<file path="src/rtl/uart_rx_upgraded.sv">
// uart_rx_upgraded: 8N1 UART receiver (8E1 when UART_RX_PARITY_EN is defined) with a fixed BAUD_DIV clocks-per-bit divider
// Ports: clk; reset (async, active-low); rx (serial in, idles high);
//        data_out (last good byte); data_valid (1-cycle pulse when data_out updates);
//        busy (frame in progress); frame_err / parity_err (1-cycle error pulses).
// Define UART_RX_PARITY_EN to add an even-parity bit between the data and stop bits.
module uart_rx_upgraded #(
  parameter int BAUD_DIV = 4
) (
  input  logic       clk,
  input  logic       reset,
  input  logic       rx,
  output logic [7:0] data_out,
  output logic       data_valid,
  output logic       busy,
  output logic       frame_err,
  output logic       parity_err
);
  localparam int HALF = BAUD_DIV / 2;
  localparam int CW = $clog2(BAUD_DIV);
`ifdef UART_RX_PARITY_EN
  typedef enum logic [2:0] {IDLE, START, DATA, PARITY, STOP} state_t;
  localparam state_t AFTER_DATA = PARITY;
`else
  typedef enum logic [2:0] {IDLE, START, DATA, STOP} state_t;
  localparam state_t AFTER_DATA = STOP;
`endif
  state_t state_q, state_d;
  logic meta_q, rx_s_q, rx_d_q;
  logic [CW-1:0] baud_cnt_q, baud_cnt_d;
  logic [2:0] bit_idx_q, bit_idx_d;
  logic [7:0] shift_q, shift_d, data_out_q, data_out_d;
  logic data_valid_q, data_valid_d, frame_err_q, frame_err_d;
  logic tick, half_tick, stop_samp, par_bad;
`ifdef UART_RX_PARITY_EN
  logic par_q, par_d, parity_err_q, parity_err_d;
`endif
  always_ff @(posedge clk or negedge reset)
    if (!reset) begin
      meta_q       <= 1'b1;
      rx_s_q       <= 1'b1;
      rx_d_q       <= 1'b1;
      state_q      <= IDLE;
      baud_cnt_q   <= '0;
      bit_idx_q    <= '0;
      shift_q      <= '0;
      data_out_q   <= '0;
      data_valid_q <= 1'b0;
      frame_err_q  <= 1'b0;
`ifdef UART_RX_PARITY_EN
      par_q        <= 1'b0;
      parity_err_q <= 1'b0;
`endif
    end else begin
      meta_q       <= rx;
      rx_s_q       <= meta_q;
      rx_d_q       <= rx_s_q;
      state_q      <= state_d;
      baud_cnt_q   <= baud_cnt_d;
      bit_idx_q    <= bit_idx_d;
      shift_q      <= shift_d;
      data_out_q   <= data_out_d;
      data_valid_q <= data_valid_d;
      frame_err_q  <= frame_err_d;
`ifdef UART_RX_PARITY_EN
      par_q        <= par_d;
      parity_err_q <= parity_err_d;
`endif
    end
  assign tick      = baud_cnt_q == CW'(BAUD_DIV - 1);
  assign half_tick = baud_cnt_q == CW'(HALF - 1);
  always_comb begin
    state_d = state_q;
    case (state_q)
      IDLE:    if (rx_d_q && !rx_s_q) state_d = START;
      START:   if (half_tick) state_d = rx_s_q ? IDLE : DATA;
      DATA:    if (tick && bit_idx_q == 3'd7) state_d = AFTER_DATA;
`ifdef UART_RX_PARITY_EN
      PARITY:  if (tick) state_d = STOP;
`endif
      STOP:    if (tick) state_d = IDLE;
      default: state_d = IDLE;
    endcase
  end
  always_comb begin
    // Counter restarts on every state change so each phase is timed from its own entry.
    baud_cnt_d = (state_q == IDLE || state_d != state_q || tick) ? '0 : baud_cnt_q + 1'b1;
    bit_idx_d  = state_q != DATA ? '0 : bit_idx_q + 3'(tick);
    shift_d    = shift_q;
    if (state_q == DATA && tick) shift_d[bit_idx_q] = rx_s_q;
    stop_samp  = state_q == STOP && tick;
`ifdef UART_RX_PARITY_EN
    par_d        = (state_q == PARITY && tick) ? rx_s_q : par_q;
    par_bad      = (^shift_q) != par_q;
    parity_err_d = stop_samp && par_bad;
`else
    par_bad      = 1'b0;
`endif
    data_valid_d = stop_samp && rx_s_q && !par_bad;
    frame_err_d  = stop_samp && !rx_s_q;
    data_out_d   = data_valid_d ? shift_q : data_out_q;
  end
  assign data_out   = data_out_q;
  assign data_valid = data_valid_q;
  assign frame_err  = frame_err_q;
  assign busy       = state_q != IDLE;
`ifdef UART_RX_PARITY_EN
  assign parity_err = parity_err_q;
`else
  assign parity_err = 1'b0;
`endif
endmodule

</file>
<file path="config.mk">
export PLATFORM = sky130hd
export DESIGN_NAME = uart_rx_upgraded
export DESIGN_NICKNAME = d
export VERILOG_FILES = /design/src/rtl/uart_rx_upgraded.sv
export SDC_FILE = /design/constraint.sdc
export NUM_CORES = 1
export LEC_CHECK = 0
export ABC_AREA = 1
export BUFFER_PORTS_ARGS = -buffer_cell sky130_fd_sc_hd__buf_2
export CAP_MARGIN = 25
export CORE_MARGIN = 10
export CORE_UTILIZATION = 55
export DETAILED_ROUTE_END_ITERATION = 8
export PLACE_DENSITY = 0.76
export SYNTH_ARGS = -nofsm -noshare
export SYNTH_HDL_FRONTEND = slang
export SYNTH_SLANG_ARGS = --single-unit
</file>
<file path="constraint.sdc">
create_clock -name clk -period 1.8 [get_ports clk]
set_clock_uncertainty 0.15 [all_clocks]
set_input_delay 0.36 -clock clk [delete_from_list [all_inputs] [get_ports clk]]
set_output_delay 0.36 -clock clk [all_outputs]
set_load 0.02 [all_outputs]
</file>
==> flow_summary.json, run 1 <==
{
  "holdCritPathClass": "register to register",
  "fmax_mhz": 601,
  "grt_use_total_pct": 10.5,
  "drv_slew": 0,
  "share_seq_of_total_power_pct": 62.4,
  "ys_types": 19,
  "overflow": 0,
  "synth_area_um2": 1210,
  "p_switching_mw": 0.247,
  "yosysTopAreaCell": "dfrtp_1",
  "drt_iter0_markers": 61,
  "route.detailed.drc": 0,
  "synth-edff-count": 0,
  "grt_pass1_wl_mm": 3.48,
  "p_comb_share_pct": 5.2,
  "min_period_over_period_pct": 92.5,
  "outcome": "completed",
  "rsz0062_at_grt": "no",
  "drive_gt1_share_pct": 15.9,
  "p_sw_share_pct": 22.8,
  "power_density_nw_per_um2": 791,
  "place.gp.congestion": 0.798,
  "max-slew-margin-rel_pct": 60.3,
  "required_ns": 1.29,
  "postCtsSetupRepairBufs": 0,
  "rows": 16,
  "finalWirelength_mm": 2.07,
  "worst_pin_slew_ns": 0.595,
  "vdd_ir_drop_max_mv": 0.671,
  "hpwlAfterDp_mm": 1.50,
  "cts_sinks": 29,
  "async_flop_share_pct": 100,
  "cp_max_fo": 5,
  "clk_pin_slew_ns": 0.08,
  "yosysWarnings": 0,
  "antenna_cells": 0,
  "p_leak_nw": 0.727,
  "crit_arrival_ns": 1.16,
  "syn_avg_cell_area_um2": 9.00,
  "synth-seq-area-share_pct": 60.5,
  "root_buffer": "clkbuf_4",
  "area_delta_synth_final_pct": 13.6,
  "synth_common_cells": "50 x nand2_1, 26 x dfrtp_1, 13 x inv_1, 13 x nor2_1, 6 x o21ai_0",
  "htreeDepth": 2,
  "num-nets-final": 163,
  "wire_per_inst_um": 11.3,
  "cap_viol_max_count": 0,
  "initial_core_util_pct": 59.7,
  "insertion_delay_ns": 0.31,
  "antenna_left": 0,
  "dieHeight_um": 66.8,
  "via_per_inst": 4.86,
  "antenna_found_initial": 0,
  "ys_ff_latch": 29,
  "crit_path_start_kind": "register",
  "numCtsBuffers": 5,
  "end_kind": "primary output",
  "io_buffers": 13,
  "finalHoldViolCount": 0,
  "cts.path.max_buffers": 2,
  "first_pass_iters": 4,
  "path_class": "register to primary output",
  "die_w_um": 66.8,
  "dieArea_um2": 4470,
  "tritoncts": "done",
  "synth.top_cells.by_area": "dfrtp_1 54%, nand2_1 16%, dfstp_2 6.5%",
  "grt_max_degree": 30,
  "p_int_mw": 0.837,
  "fin_crit_ns": 1.67,
  "core_area_um2": 2020,
  "clkPwrFrac_pct": 32.3,
  "synthCells": 134,
  "finalSetupTns_ns": 0,
  "grt_pass1_vias": 862,
  "report.final.setup_viol": 0,
  "io_pins": 15,
  "yosysMostFrequentCell": "nand2_1",
  "yosys_most_used_dff": "dfrtp_1",
  "num_vias": 894,
  "design_area_um2": 1370,
  "place_area_um2": 1300,
  "synth_top_area_share_pct": 53.9
}
==> sequential cells by signal, summed over array words and instances (netlist names) <==
name and cells:
meta_q 1, bit_idx_q 3, rx_d_q 1, shift_q 8, data_valid 1, rx_s_q 1, state_q 3, frame_err 1
data_out 8, baud_cnt_q 2
==> logic make-up (layout without fill, tap and decap cells) <==
kind of cell             after synthesis  in the layout  share of synthesized area [%]
buffers and inverters                 15             37                           5.08
AO/OA/AOI/OAI                         10             10                           4.15
adder cells (fa/ha/maj)                4              4                           4.15
AND/OR/NAND/NOR                       74             74                           25.1
XOR/XNOR                               1              1                          0.726
other                                  1              2                          0.311
flip-flops                            29             29                           60.5
==> area by class of cell <==
| cell class | instances | area [µm²] |
|---|---|---|
| clock buffers | 8 | 48.8 |
| inverters | 14 | 53.8 |
| multi-input cells | 91 | 419 |
| well taps | 27 | 33.8 |
| flip-flops and latches | 29 | 729 |
| fillers | 154 | 652 |
| repair buffers | 15 | 85.1 |
==> through the flow <==
| step | hold slack, ns | power, mW | std cells | util, % | setup WS (ns) |
|---|---|---|---|---|---|
| floorplan | -0.0856 | 0.719 | 135 | - | 0.344 |
| global placement | 0.198 | 0.740 | 174 | 64.4 | 0.316 |
| finish | 0.211 | 1.08 | 184 | 67.8 | 0.135 |
| CTS | 0.215 | 1.10 | 184 | 67.8 | 0.130 |
| detailed placement | 0.203 | 0.742 | 174 | 64.4 | 0.271 |
| global route | 0.216 | 1.14 | 184 | 67.8 | 0.0425 |
==> layout by cell type, fill, tap and decap left out, drive strengths merged, types with 2 or more instances in the layout <==
master | synthesis | layout
nand4 | 2 | 2
buf | 1 | 13
dfrtp | 26 | 26
conb | 1 | 2
clkbuf | 0 | 8
o21ai | 9 | 9
nand3 | 5 | 5
ha | 4 | 4
nor2 | 15 | 15
nand2 | 50 | 50
dlygate4sd3 | 0 | 2
dfstp | 3 | 3
inv | 13 | 13
==> worst max-delay path, stage by stage, from the launching register on <==
cell and delay, ns:
dfrtp_1 0.43, nor2_1 0.15, nand2_1 0.10, buf_2 0.17
==> path summary, 6_finish.rpt <==
| kind | start | endpoint | slack [ns] | depth (start not counted) |
|---|---|---|---|---|
| max | state_q[2] | busy | 0.13 | 3 |
| min | meta_q | rx_s_q | 0.21 | 0 |
| max reg2reg | state_q[2] | shift_q[4] | 0.24 | 8 |
| min reg2reg | meta_q | rx_s_q | 0.21 | 0 |
| max in group asynchronous | reset | bit_idx_q[1] | 0.68 | 2 |
| min in group asynchronous | reset | shift_q[1] | 0.43 | 2 |
==> power by group through the flow <==
| stage | logic [mW] | registers [mW] | clock network, mW |
|---|---|---|---|
| global route | 0.0660 | 0.678 | 0.395 |
| finish | 0.0568 | 0.677 | 0.351 |
| global placement | 0.0521 | 0.688 | 0 |
| floorplan | 0.0329 | 0.686 | 0 |
| detailed placement | 0.0536 | 0.689 | 0 |
| CTS | 0.0585 | 0.677 | 0.367 |
==> what timing repair did <==
action,4_1_cts,5_1_grt
hold buffers,2,0
resized for setup,0,0
endpoints found under the hold margin,27,0
==> per-layer routing <==
metal | track usage [%] | wire (µm) | vias up
li1 | - | - | 459
met1 | 10.2 | 926 | 406
met2 | 17.3 | 936 | 25
met3 | 4.52 | 161 | 4
met4 | 7.85 | 48 | 0
met5 | 0 | 0 | -
(Power assumes the default switching activity.)
==> run 2: changes to the inputs <==
Settings changed: CELL_PAD_IN_SITES_DETAIL_PLACEMENT set to 0, CELL_PAD_IN_SITES_GLOBAL_PLACEMENT set to 1, CORE_UTILIZATION 55 to 42, PLACE_DENSITY 0.76 to unset, PLACE_DENSITY_LB_ADDON set to 0.1.
==> flow_summary.json, run 2 (synthesis gave the netlist of run 1 again) <==
{
  "outcome": "completed",
  "reg2regPathDepth": 5,
  "crit_arrival_ns": 1.18,
  "num_vias": 877,
  "cp_slowest_stage_delay_ns": 0.44,
  "rsz0062_at_grt": "no",
  "slowest_stage": "dfrtp_1",
  "grt_pass1_wl_mm": 3.59,
  "cp_max_fo": 5,
  "route.detailed.drc": 0,
  "tritoncts": "done",
  "fmax_mhz": 593,
  "holdCritPathClass": "register to register",
  "path_cells": "nor2_2 -> nand2_1 -> buf_2",
  "final_common_cell": "nand2_1",
  "required_ns": 1.29,
  "antenna_found_initial": 0,
  "htreeDepth": 2,
  "min_from": "meta_q",
  "antenna_cells": 0,
  "area_delta_synth_final_pct": 14.4,
  "crit_end": "busy",
  "path_class": "register to primary output",
  "worst-path-stages": 3,
  "n_fill_cell": 266,
  "io_pins": 15,
  "grt_pass1_vias": 816,
  "design_area_um2": 1380,
  "core_area_um2": 2760,
  "power_density_nw_per_um2": 804,
  "cts.path.max_buffers": 2,
  "overflow": 0,
  "via_per_inst": 4.66,
  "die_w_um": 73.6,
  "clk_pin_slew_ns": 0.09,
  "fin_crit_ns": 1.69,
  "place.gp.congestion": 0.835,
  "end_kind": "primary output",
  "num-nets-final": 163,
  "hpwlAfterDp_mm": 1.53,
  "startpoint": "state_q[2]",
  "finalWirelength_mm": 2.14,
  "numCtsBuffers": 5,
  "rows": 19,
  "root_buffer": "clkbuf_4",
  "path_delay_family": "flip-flops",
  "cap_viol_max_count": 0,
  "first_pass_iters": 4,
  "regToRegSetupSlack_ns": 0.25,
  "max-slew-margin-rel_pct": 58.3,
  "p_leak_nw": 0.733,
  "final_util_pct": 50.0,
  "path_buf_inv": 1,
  "min_period_over_period_pct": 93.7,
  "most-common-layout-cells": "50 x nand2_1, 26 x dfrtp_1, 13 x inv_1, 13 x buf_2, 12 x nor2_1",
  "dieArea_um2": 5420,
  "grt_max_degree": 30,
  "dieHeight_um": 73.6,
  "place_area_um2": 1310,
  "report.final.setup_viol": 0,
  "drive_gt1_share_pct": 17.8,
  "insertion_delay_ns": 0.33,
  "drv_slew": 0,
  "worst_pin_slew_ns": 0.626,
  "finalSetupTns_ns": 0,
  "cts_sinks": 29,
  "initial_core_util_pct": 43.7,
  "drt_iter0_markers": 36,
  "crit_path_start_kind": "register",
  "vdd_ir_drop_max_mv": 0.585,
  "rr_endpoint": "bit_idx_q[2]",
  "grt_use_total_pct": 8.70,
  "finalHoldViolCount": 0,
  "wire_per_inst_um": 11.4,
  "io_buffers": 13,
  "antenna_left": 0,
  "reg2reg_from": "baud_cnt_q[0]"
}
run 2: cell types whose count changed in the layout (fill, tap and decap cells not counted):
| cell | previous run | this run |
|---|---|---|
| clkinv_2 | 1 | 3 |
| clkbuf_1 | 3 | 1 |
| nor2_2 | 2 | 3 |
| nor2_1 | 13 | 12 |
run 2: cell type report:
cell class / count / area (µm²) / area share [%]
Clock buffer: 6 / 41.3 / 2.99
Multi-Input combinational cell: 91 / 422 / 30.6
Sequential cell: 29 / 729 / 52.9
Timing Repair Buffer: 15 / 85.1 / 6.17
Clock inverter: 2 / 10.0 / 0.725
Tap cell: 31 / 38.8 / 2.81
Inverter: 14 / 53.8 / 3.90
run 2: worst min-delay path by stage:
stage	cells past startpoint	slack, ns	endpoint
floorplan	0	-0.09	baud_cnt_q[0]
global placement	0	0.20	rx_s_q
detailed placement	0	0.20	rx_s_q
CTS	0	0.22	rx_s_q
global route	0	0.22	rx_s_q
finish	0	0.21	rx_s_q
run 2: layer usage:
layer  GRT usage, %  vias up  share of wire, %
li1               -      462                 -
met1           9.52      388                48
met2           13.7       22                42
met3           4.17        5               7.7
met4           4.35        0               2.0
met5              0        -                 0
run 2: power by group:
part           internal (mW)  switching (mW)
registers              0.665          0.0117
logic                 0.0169          0.0391
clock network          0.148           0.229
total                  0.830           0.279
run 2: what timing repair did:
| action | CTS | global route |
|---|---|---|
| hold buffers | 2 | 0 |
| gates resized for setup | 0 | 1 |
| endpoints found under the setup margin | 0 | 1 |
| setup buffers | 0 | 0 |
| endpoints found under the hold margin | 27 | 0 |
run 2: worst register-to-register path, delay by kind of cell, from the launching register on:
family	cells	cell delay, ns
simple gates	1	0.06
xor+xnor	1	0.13
flops	1	0.41
fa+ha+maj	3	0.69
run 2: stage by stage:
| step | setup WS, ns | instances | total power [mW] | hold slack, ns |
|---|---|---|---|---|
| floorplan | 0.344 | 135 | 0.719 | -0.0856 |
| global placement | 0.304 | 178 | 0.742 | 0.196 |
| detailed placement | 0.274 | 178 | 0.743 | 0.204 |
| CTS | 0.0884 | 188 | 1.12 | 0.216 |
| global route | 0.0252 | 188 | 1.16 | 0.220 |
| finish | 0.113 | 188 | 1.11 | 0.214 |
